### src/rtl/rs_syndrome_pkg.sv
// Shared RS helpers: FSM encoding and GF(2^m) arithmetic used at elaboration time.
// Both the encoder and the syndrome block derive their constants from these functions.
package rs_syndrome_pkg;

    typedef enum logic {IDLE = 1'b0, ACC = 1'b1} state_t;

    // Shift-and-add multiply; irrpol includes the x^m term so bit m clears on reduction.
    function automatic int gf_mul(input int a, input int b, input int m, input int irrpol);
        int r;
        int x;
        r = 0;
        x = a;
        for (int i = 0; i < m; i++) begin
            if (((b >> i) & 1) != 0) r = r ^ x;
            x = x << 1;
            if (((x >> m) & 1) != 0) x = x ^ irrpol;
        end
        return r;
    endfunction

    function automatic int gf_alpha_pow(input int e, input int m, input int irrpol);
        int ord;
        int ee;
        int r;
        ord = (1 << m) - 1;
        ee  = e % ord;
        if (ee < 0) ee = ee + ord;
        r = 1;
        for (int i = 0; i < ee; i++) r = gf_mul(r, 2, m, irrpol);
        return r;
    endfunction

endpackage

### src/rtl/rs_syndrome_if.sv
// Symbol stream in, syndrome result out. master drives symbols, slave is the syndrome block.
interface rs_syndrome_if #(
    parameter int m     = 8,
    parameter int check = 30,
    parameter int lw    = 8
);
    logic                       isop;
    logic                       ival;
    logic                       ieop;
    logic [m-1:0]               idat;
    logic                       osyn_val;
    logic [check-1:0][m-1:0]    osyn;
    logic                       oerr;
    logic [lw-1:0]              olen;
    logic                       olen_err;

    modport master (
        output isop, ival, ieop, idat,
        input  osyn_val, osyn, oerr, olen, olen_err
    );

    modport slave (
        input  isop, ival, ieop, idat,
        output osyn_val, osyn, oerr, olen, olen_err
    );
endinterface

### src/rtl/rs_syndrome_cell.sv
// One Horner accumulator S <= S*alpha^rexp ^ d. onxt is the value after the current
// symbol so the top can capture a finished syndrome on the ieop cycle itself.
module rs_syndrome_cell
    import rs_syndrome_pkg::*;
#(
    parameter int m      = 8,
    parameter int irrpol = 285,
    parameter int rexp   = 0
) (
    input  logic         iclk,
    input  logic         ireset,
    input  logic         iclkena,
    input  logic         iload,
    input  logic         istep,
    input  logic [m-1:0] idat,
    output logic [m-1:0] onxt
);

    // Column i is root * x^i; the constant multiply is the XOR of the columns
    // selected by the accumulator bits.
    function automatic logic [m-1:0][m-1:0] mk_cols();
        logic [m-1:0][m-1:0] c;
        int root;
        int t;
        root = gf_alpha_pow(rexp, m, irrpol);
        for (int i = 0; i < m; i++) begin
            t    = gf_mul(root, 1 << i, m, irrpol);
            c[i] = t[m-1:0];
        end
        return c;
    endfunction

    localparam logic [m-1:0][m-1:0] COLS = mk_cols();

    logic [m-1:0] acc;
    logic [m-1:0] prod;

    always_comb begin
        prod = '0;
        for (int i = 0; i < m; i++)
            if (acc[i]) prod = prod ^ COLS[i];
        onxt = iload ? idat : (prod ^ idat);
    end

    always_ff @(posedge iclk or posedge ireset) begin
        if (ireset)                          acc <= '0;
        else if (iclkena && (iload || istep)) acc <= onxt;
    end

endmodule

### src/rtl/rs_syndrome.sv
// RS syndrome calculator: check parallel Horner cells, frame FSM, symbol counter and
// output registers that hold the last completed frame while the next one accumulates.
module rs_syndrome
    import rs_syndrome_pkg::*;
#(
    parameter int n         = 255,
    parameter int check     = 30,
    parameter int m         = 8,
    parameter int irrpol    = 285,
    parameter int genstart  = 0,
    parameter int rootspace = 1,
    localparam int LW       = $clog2(n + 1)
) (
    input  logic         iclk,
    input  logic         ireset,
    input  logic         iclkena,
    rs_syndrome_if.slave bus
);

    localparam logic [LW-1:0] CNT_MAX = '1;

    state_t                   state_q, state_d;
    logic [LW-1:0]            cnt_q, cnt_inc, len_nxt;
    logic [check-1:0][m-1:0]  nxt;
    logic                     sop, step, done;

    logic                     syn_val_q;
    logic [check-1:0][m-1:0]  syn_q;
    logic                     err_q;
    logic [LW-1:0]            len_q;
    logic                     len_err_q;

    always_comb begin
        sop     = bus.ival & bus.isop;
        step    = bus.ival & ~bus.isop & (state_q == ACC);
        done    = bus.ival & bus.ieop & (bus.isop | (state_q == ACC));
        cnt_inc = (cnt_q == CNT_MAX) ? cnt_q : cnt_q + 1'b1;
        len_nxt = bus.isop ? LW'(1) : cnt_inc;

        state_d = state_q;
        case (state_q)
            IDLE:    if (sop && !bus.ieop)       state_d = ACC;
            ACC:     if (bus.ival && bus.ieop)   state_d = IDLE;
            default:                             state_d = IDLE;
        endcase
    end

    always_ff @(posedge iclk or posedge ireset) begin
        if (ireset)       state_q <= IDLE;
        else if (iclkena) state_q <= state_d;
    end

    always_ff @(posedge iclk or posedge ireset) begin
        if (ireset)                cnt_q <= '0;
        else if (iclkena && sop)   cnt_q <= LW'(1);
        else if (iclkena && step)  cnt_q <= cnt_inc;
    end

    for (genvar j = 0; j < check; j++) begin : g_cell
        rs_syndrome_cell #(
            .m      (m),
            .irrpol (irrpol),
            .rexp   (rootspace * (genstart + j))
        ) u_cell (
            .iclk    (iclk),
            .ireset  (ireset),
            .iclkena (iclkena),
            .iload   (sop),
            .istep   (step),
            .idat    (bus.idat),
            .onxt    (nxt[j])
        );
    end

    // Results are captured from the cells' next values, so they land with osyn_val.
    always_ff @(posedge iclk or posedge ireset) begin
        if (ireset) begin
            syn_val_q <= 1'b0;
            syn_q     <= '0;
            err_q     <= 1'b0;
            len_q     <= '0;
            len_err_q <= 1'b0;
        end else if (iclkena) begin
            syn_val_q <= done;
            if (done) begin
                syn_q     <= nxt;
                err_q     <= |nxt;
                len_q     <= len_nxt;
                len_err_q <= (int'(len_nxt) > n) || (int'(len_nxt) <= check);
            end
        end
    end

    assign bus.osyn_val = syn_val_q;
    assign bus.osyn     = syn_q;
    assign bus.oerr     = err_q;
    assign bus.olen     = len_q;
    assign bus.olen_err = len_err_q;

endmodule

### src/flat_wrapper.sv
// flat-port wrapper written by rule: the top's interface ports become plain ports
module rs_syndrome_flat import rs_syndrome_pkg::*;
#(
    parameter int n         = 255,
    parameter int check     = 30,
    parameter int m         = 8,
    parameter int irrpol    = 285,
    parameter int genstart  = 0,
    parameter int rootspace = 1,
    localparam int LW       = $clog2(n + 1)
)
  (iclk, ireset, iclkena, bus_isop, bus_ival, bus_ieop, bus_idat, bus_osyn_val, bus_osyn, bus_oerr, bus_olen, bus_olen_err);
  rs_syndrome_if #(.m(m), .check(check), .lw(LW)) bus_i ();
  input  logic iclk;
  input  logic ireset;
  input  logic iclkena;
  input wire logic [$bits(bus_i.isop)-1:0] bus_isop;
  input wire logic [$bits(bus_i.ival)-1:0] bus_ival;
  input wire logic [$bits(bus_i.ieop)-1:0] bus_ieop;
  input wire logic [$bits(bus_i.idat)-1:0] bus_idat;
  output wire logic [$bits(bus_i.osyn_val)-1:0] bus_osyn_val;
  output wire logic [$bits(bus_i.osyn)-1:0] bus_osyn;
  output wire logic [$bits(bus_i.oerr)-1:0] bus_oerr;
  output wire logic [$bits(bus_i.olen)-1:0] bus_olen;
  output wire logic [$bits(bus_i.olen_err)-1:0] bus_olen_err;
  assign bus_i.isop = bus_isop;
  assign bus_i.ival = bus_ival;
  assign bus_i.ieop = bus_ieop;
  assign bus_i.idat = bus_idat;
  assign bus_osyn_val = bus_i.osyn_val;
  assign bus_osyn = bus_i.osyn;
  assign bus_oerr = bus_i.oerr;
  assign bus_olen = bus_i.olen;
  assign bus_olen_err = bus_i.olen_err;
  rs_syndrome #(.n(n), .check(check), .m(m), .irrpol(irrpol), .genstart(genstart), .rootspace(rootspace)) u_core (.iclk(iclk), .ireset(ireset), .iclkena(iclkena), .bus(bus_i));
endmodule
### config.mk
export PLATFORM = sky130hd
export DESIGN_NAME = rs_syndrome_flat
export DESIGN_NICKNAME = d
export VERILOG_FILES = /design/src/rtl/rs_syndrome_pkg.sv /design/src/rtl/rs_syndrome_if.sv /design/src/rtl/rs_syndrome_cell.sv /design/src/rtl/rs_syndrome.sv /design/src/flat_wrapper.sv
export SDC_FILE = /design/constraint.sdc
export NUM_CORES = 2
export LEC_CHECK = 0
export BUFFER_PORTS_ARGS = -buffer_cell sky130_fd_sc_hd__buf_2
export CORE_AREA = 2 2 290 221
export CTS_BUF_LIST = sky130_fd_sc_hd__clkbuf_2
export DETAILED_ROUTE_END_ITERATION = 10
export DIE_AREA = 0 0 292 223
export GPL_ROUTABILITY_DRIVEN = 1
export PLACE_DENSITY = 0.69
export SLEW_MARGIN = 40
export SYNTH_ARGS = -nofsm -noshare
export SYNTH_HDL_FRONTEND = slang
export SYNTH_SLANG_ARGS = --single-unit
### constraint.sdc
create_clock -name iclk -period 39.3 [get_ports iclk]
set_input_delay 5.895 -clock iclk [delete_from_list [all_inputs] [get_ports iclk]]
set_output_delay 5.895 -clock iclk [all_outputs]
set_load 0.02 [all_outputs]
* Yosys cells after proc, flatten, opt, wreduce, memory -nomap -nowiden *
Cells that the tools add are included.

word-level totals
  register bits = 500
  latch bits = 0
  memory bits (writable) = 0
  bits in read-only memories = 0
  output and inout port bits = 251
  word-level logic and storage cells = 604
  memories = 0

operators by class
  add/sub/neg operators = 1
  multiply operators = 0
  div/mod/pow operators = 0
  magnitude comparators = 1
  equality and inequality tests = 1
  shift-type cells = 0
  mux-type cells = 277
  bitwise operators = 248
  reductions and logical operators = 10

operators by type and width
  kind                                                             number
  two-way mux 8 bit                                                119
  two-way mux 7 bit                                                49
  inverter 4 bit                                                   67
  two-way mux 6 bit                                                43
  OR reduction 240 bit                                             1
  XOR 8 bit                                                        30
  inverter 5 bit                                                   32
  two-way mux 5 bit                                                29
  inverter 2 bit                                                   43
  inverter 3 bit                                                   26
  two-way mux 4 bit                                                12
  two-way mux 3 bit                                                11
  inverter 1 bit (first input constant)                            28
  two-way mux 2 bit                                                10
  inverter 3 -> 4 bit                                              5
  inverter 1 -> 2 bit                                              5
  inverter 2 -> 3 bit                                              3
  adder 8 x 1 -> 8 bit (second input constant)                     1
  equality test 8 bit (second input constant)                      1
  less-or-equal comparator 8 x 5 -> 1 bit (second input constant)  1
  bitwise AND 1 bit                                                5
  logical AND 1 bit                                                5
  inverter 4 -> 5 bit                                              1
  two-way mux 1 bit                                                3
  7 further kinds                                                  8

* Longest topological paths before layout *
  depth after elaboration = 18
  depth in mapped cells = 14

* Modules after synthesis *
A second synthesis with hierarchy kept.

unflattened totals
  cell total of the unflattened synthesis = 3492
  area total of the unflattened synthesis = 32103.3 um2

by module, submodules not included
  module                                           instances  cells each  area each (um2)
  rs_syndrome                                      1          1202        10517.6
  rs_syndrome_cell (u_core.g_cell[20].u_cell ...)  2          61          603.1
  rs_syndrome_cell (u_core.g_cell[13].u_cell)      1          116         1052.3
  rs_syndrome_cell (u_core.g_cell[24].u_cell)      1          117         950.9
  rs_syndrome_cell (u_core.g_cell[25].u_cell)      1          119         944.7
  rs_syndrome_cell (u_core.g_cell[6].u_cell)       1          97          932.1
  rs_syndrome_cell (u_core.g_cell[16].u_cell)      1          101         907.1
  rs_syndrome_cell (u_core.g_cell[10].u_cell)      1          90          888.4
  rs_syndrome_cell (u_core.g_cell[8].u_cell)       1          92          885.8
  rs_syndrome_cell (u_core.g_cell[17].u_cell)      1          95          863.3
  rs_syndrome_cell (u_core.g_cell[18].u_cell)      1          94          815.8
  rs_syndrome_cell (u_core.g_cell[5].u_cell)       1          83          807.0
  rs_syndrome_cell (u_core.g_cell[19].u_cell)      1          83          758.2
  rs_syndrome_cell (u_core.g_cell[15].u_cell)      1          78          748.2
  +16 rows                                         --         --          --

* Worst setup path after synthesis *
Ideal clock, no wire load.

  path kind = input -> register
  start point = in bus_ival
  end point = reg u_core.err_q, in the netlist u_core.bus.oerr
  setup time = 126 ps
  arrival time = 8129 ps
  slack = 31045 ps
  stages = 11
  buffers on the path = 3
  cell sequence = buf_2 -> and2_1 -> buf_2 -> buf_6 -> nor3_1 -> xnor2_1 -> nand4_1 -> or4_1 -> nor4_1 -> nand4_1 -> o32a_1

on the way
  longest elaborated chain between the ends = 3

ends and longest elaborated chain
  item                                                                RTL line                                   text
  start, declared                                                     flat_wrapper.sv:18                         input wire logic [$bits(bus_i.ival)-1:0] bus_ival;
  bitwise AND 1 bit (on tied branches)                                rs_syndrome.sv:34, rs_syndrome.sv:36
  two-way mux 8 bit / bitwise AND 1 bit (equally long branches)       rs_syndrome_cell.sv:42, rs_syndrome.sv:36
  OR reduction 240 bit / AND reduction 2 bit (equally long branches)  --
  end signal, assigned                                                rs_syndrome.sv:87                          err_q <= |nxt;
  end, declared                                                       rs_syndrome.sv:29                          logic err_q;

Several ways; a longest one is shown, not always the timed one.
A chain may end at the register's enable or synchronous reset.

* Final worst setup path *
  start point = in bus_isop
  end point = reg u_core.err_q, in the netlist u_core.bus.oerr

on the way
  longest elaborated chain between the ends = 3

ends and longest elaborated chain
  item                                                                RTL line                                   text
  start, declared                                                     flat_wrapper.sv:17                         input wire logic [$bits(bus_i.isop)-1:0] bus_isop;
  bitwise AND 1 bit / OR 1 bit (equally long branches)                rs_syndrome.sv:34, rs_syndrome.sv:36
  two-way mux 8 bit / bitwise AND 1 bit (equally long branches)       rs_syndrome_cell.sv:42, rs_syndrome.sv:36
  OR reduction 240 bit / AND reduction 2 bit (equally long branches)  --

Several ways; a longest one is shown, not always the timed one.

==> impl_metrics.json <==
{
  "outcome": "finished clean",
  "drive_above_1_share": 0.152,
  "synthTopCellsByCount": "nand2_1, o21ai_0, dfrtp_1, xnor2_1, nor2_1",
  "place_inst": 4062,
  "min_period_over_period": 0.232,
  "period_needed_ns": 9.10,
  "syn_inst": 3196,
  "core-area_sq_um": 62600,
  "fin_tns_setup_ns": 0,
  "syn2layout_area_growth_pct": 10.8,
  "multi_input_area_sq_um": 14200,
  "num_io_pins": 265,
  "cts_buffer_depth": 3,
  "numClockSinks": 500,
  "h-tree-depth": 4,
  "syn-num-nets": 3211,
  "layout.nets": 3393,
  "hold_viol_final": 0,
  "synth_top_cell_area_share": 0.451,
  "cts_buffers": 133,
  "grt_pass1_vias": 22200,
  "floorplan.die_area_sq_um": 65100,
  "vias": 24000,
  "finalNonFillerCells": 4291,
  "drc": 0,
  "gp_congestion": 1.02,
  "gr-total-overflow": 0,
  "wirelength_mm": 93.7,
  "drt_iter0_drc": 3120,
  "hold_buffers": 0,
  "yosysTopAreaCell": "dfrtp_1",
  "synth_area_sq_um": 27700,
  "crit_arrival_ns": 10.33,
  "setup-violations-final": 0,
  "synth-edff-count": 0,
  "cp_max_fo": 69,
  "synth_area_leaders": "dfrtp_1, xnor2_1, o21ai_0, nand2_1, xor2_1",
  "grt_max_degree": 228,
  "dieWidth_um": 292,
  "max_cap_viol_count": 0,
  "reg2reg_setup_slack_ns": 35.33,
  "post-dp-hpwl_mm": 64.9,
  "cp.required_ns": 40.53,
  "grt_setup_unrepaired": "no",
  "synth_most_common_cell": "nand2_1",
  "avgSynthCellArea_sq_um": 8.68,
  "portBuffers": 264,
  "cts_setup_buffers": 0,
  "cts_repair_resize_count": 0,
  "routedWlPerCell_um": 21.8,
  "antenna_found_initial": 5,
  "max_freq_ghz": 0.110,
  "fp.dieH_um": 223,
  "ys_seq_area_frac": 0.451,
  "viasPerCell": 5.60,
  "firstDrtPassIters": 6,
  "ys_async_sr_fraction": 1.00,
  "ys_types": 68,
  "yosys_warnings": 0,
  "cp-end-kind": "flip-flop",
  "clk_pin_slew_ns": 0.11,
  "root_buffer": "clkbuf_2",
  "worst_slew_pin_slew_ns": 0.961,
  "ys.flop_type": "dfrtp_1",
  "ys_ff_latch": 500,
  "seqCellArea_sq_um": 12500,
  "clk_latency_ns": 1.35,
  "cp-start-kind": "primary input",
  "slew_headroom": 0.359,
  "whs_ns": 0.478,
  "grt_usage": 0.284,
  "maxSlewViolCount": 0,
  "setup.worst_path.class": "primary input to flip-flop",
  "holdCritPathClass": "flip-flop to flip-flop",
  "start_util": 0.444,
  "ant_nets": 0,
  "final.fill_count": 6108,
  "finClkSkew_ns": 0.0731,
  "cts_tree": "yes",
  "grt_pass1_wl_mm": 140,
  "rows": 80
}
[flip-flops by register name, indices dropped and copies added, names as in the netlist]
name / cells
u_core.state_q: 1
u_core.bus.olen: 8
u_core.g_cell.u_cell.acc: 240
u_core.bus.oerr: 1
u_core.bus.osyn: 240
u_core.cnt_q: 8
u_core.bus.olen_err: 1
u_core.bus.osyn_val: 1
[per-stage QoR]
stage	utilization	cell area, sq um	setup WS, ns
after global placement	0.470	29400	29.09
after floorplan	-	27700	19.45
final	0.491	30700	30.20
after global routing	0.491	30700	30.19
after detailed placement	0.470	29400	29.01
after CTS	0.490	30700	30.47
[metal layers]
metal	wire length (um)	vias to the layer above	part of all wire	track usage
met3	11700	186	0.13	0.0921
met4	2950	2	0.032	0.110
met1	40000	11500	0.43	0.407
met5	13	-	0.00014	0
met2	39000	1294	0.42	0.398
li1	-	11000	-	-
[critical path, stage by stage]
cell	delay (ns)
buf_2	0.22
and2_4	0.69
buf_4	0.80
buf_4	0.50
nor2_1	0.11
xnor2_1	0.31
nand4_1	0.21
or4_1	0.56
nor4_1	0.38
nand4_1	0.17
o32a_1	0.36
[cells by family after synthesis]
logic type / after synthesis / share of synthesized area
flops: 500 / 0.451
simple gates: 1016 / 0.152
mux: 14 / 0.00559
buf+inv: 270 / 0.0391
compound gates: 762 / 0.149
xor+xnor: 633 / 0.203
fa+ha+maj: 1 / 0.000451
[cells in the final DEF, fill, tap and decap left out, drive strengths merged, types with 4 or more instances in the layout]
| cell | instances |
|---|---|
| nand2 | 617 |
| o21ai | 555 |
| dfrtp | 500 |
| xnor2 | 445 |
| buf | 299 |
| nor2 | 222 |
| clkbuf | 188 |
| xor2 | 184 |
| a21oi | 93 |
| nand3 | 51 |
| nand4 | 33 |
| clkinv | 25 |
| a31oi | 21 |
| inv | 21 |
| nor3 | 19 |
| o32ai | 19 |
| o22ai | 14 |
| a22oi | 13 |
| mux2i | 11 |
| and2 | 10 |
| nor4 | 8 |
| nand2b | 7 |
| diode | 6 |
| and3 | 6 |
| nor2b | 6 |
| a211oi | 6 |
| or3 | 6 |
| nor4b | 6 |
| bufinv | 6 |
| nand3b | 5 |
| o22a | 5 |
| or4 | 5 |
| xnor3 | 4 |
| o211ai | 4 |
| o31ai | 4 |
| a32oi | 4 |
| and4 | 4 |
| or2 | 4 |
[layout make-up]
type                       count  share of cell area
sequential                   500               0.407
timing repair buffer         299              0.0541
inverter                      18             0.00269
clock buffer                 188              0.0306
tap                          820              0.0334
multi-input combinational   2426               0.462
clock inverter                34             0.00952
antenna                        6            0.000488
[worst paths after layout]
check | start | end | cells after the start
min reg2reg | u_core.bus.osyn[20]$_DFFE_PP0P_ | u_core.bus.osyn[20]$_DFFE_PP0P_ | 2
max in group asynchronous | ireset | u_core.cnt_q[7]$_DFFE_PP0P_ | 5
min | u_core.bus.osyn[20]$_DFFE_PP0P_ | u_core.bus.osyn[20]$_DFFE_PP0P_ | 2
min in group asynchronous | ireset | u_core.bus.osyn[46]$_DFFE_PP0P_ | 2
max reg2reg | u_core.g_cell[6].u_cell.acc[2]$_DFFE_PP0P_ | u_core.bus.oerr$_DFFE_PP0P_ | 9
max | bus_isop | u_core.bus.oerr$_DFFE_PP0P_ | 11
Power is not shown: default switching activity piles up to over one toggle a cycle in this logic, so the estimate is an artifact.
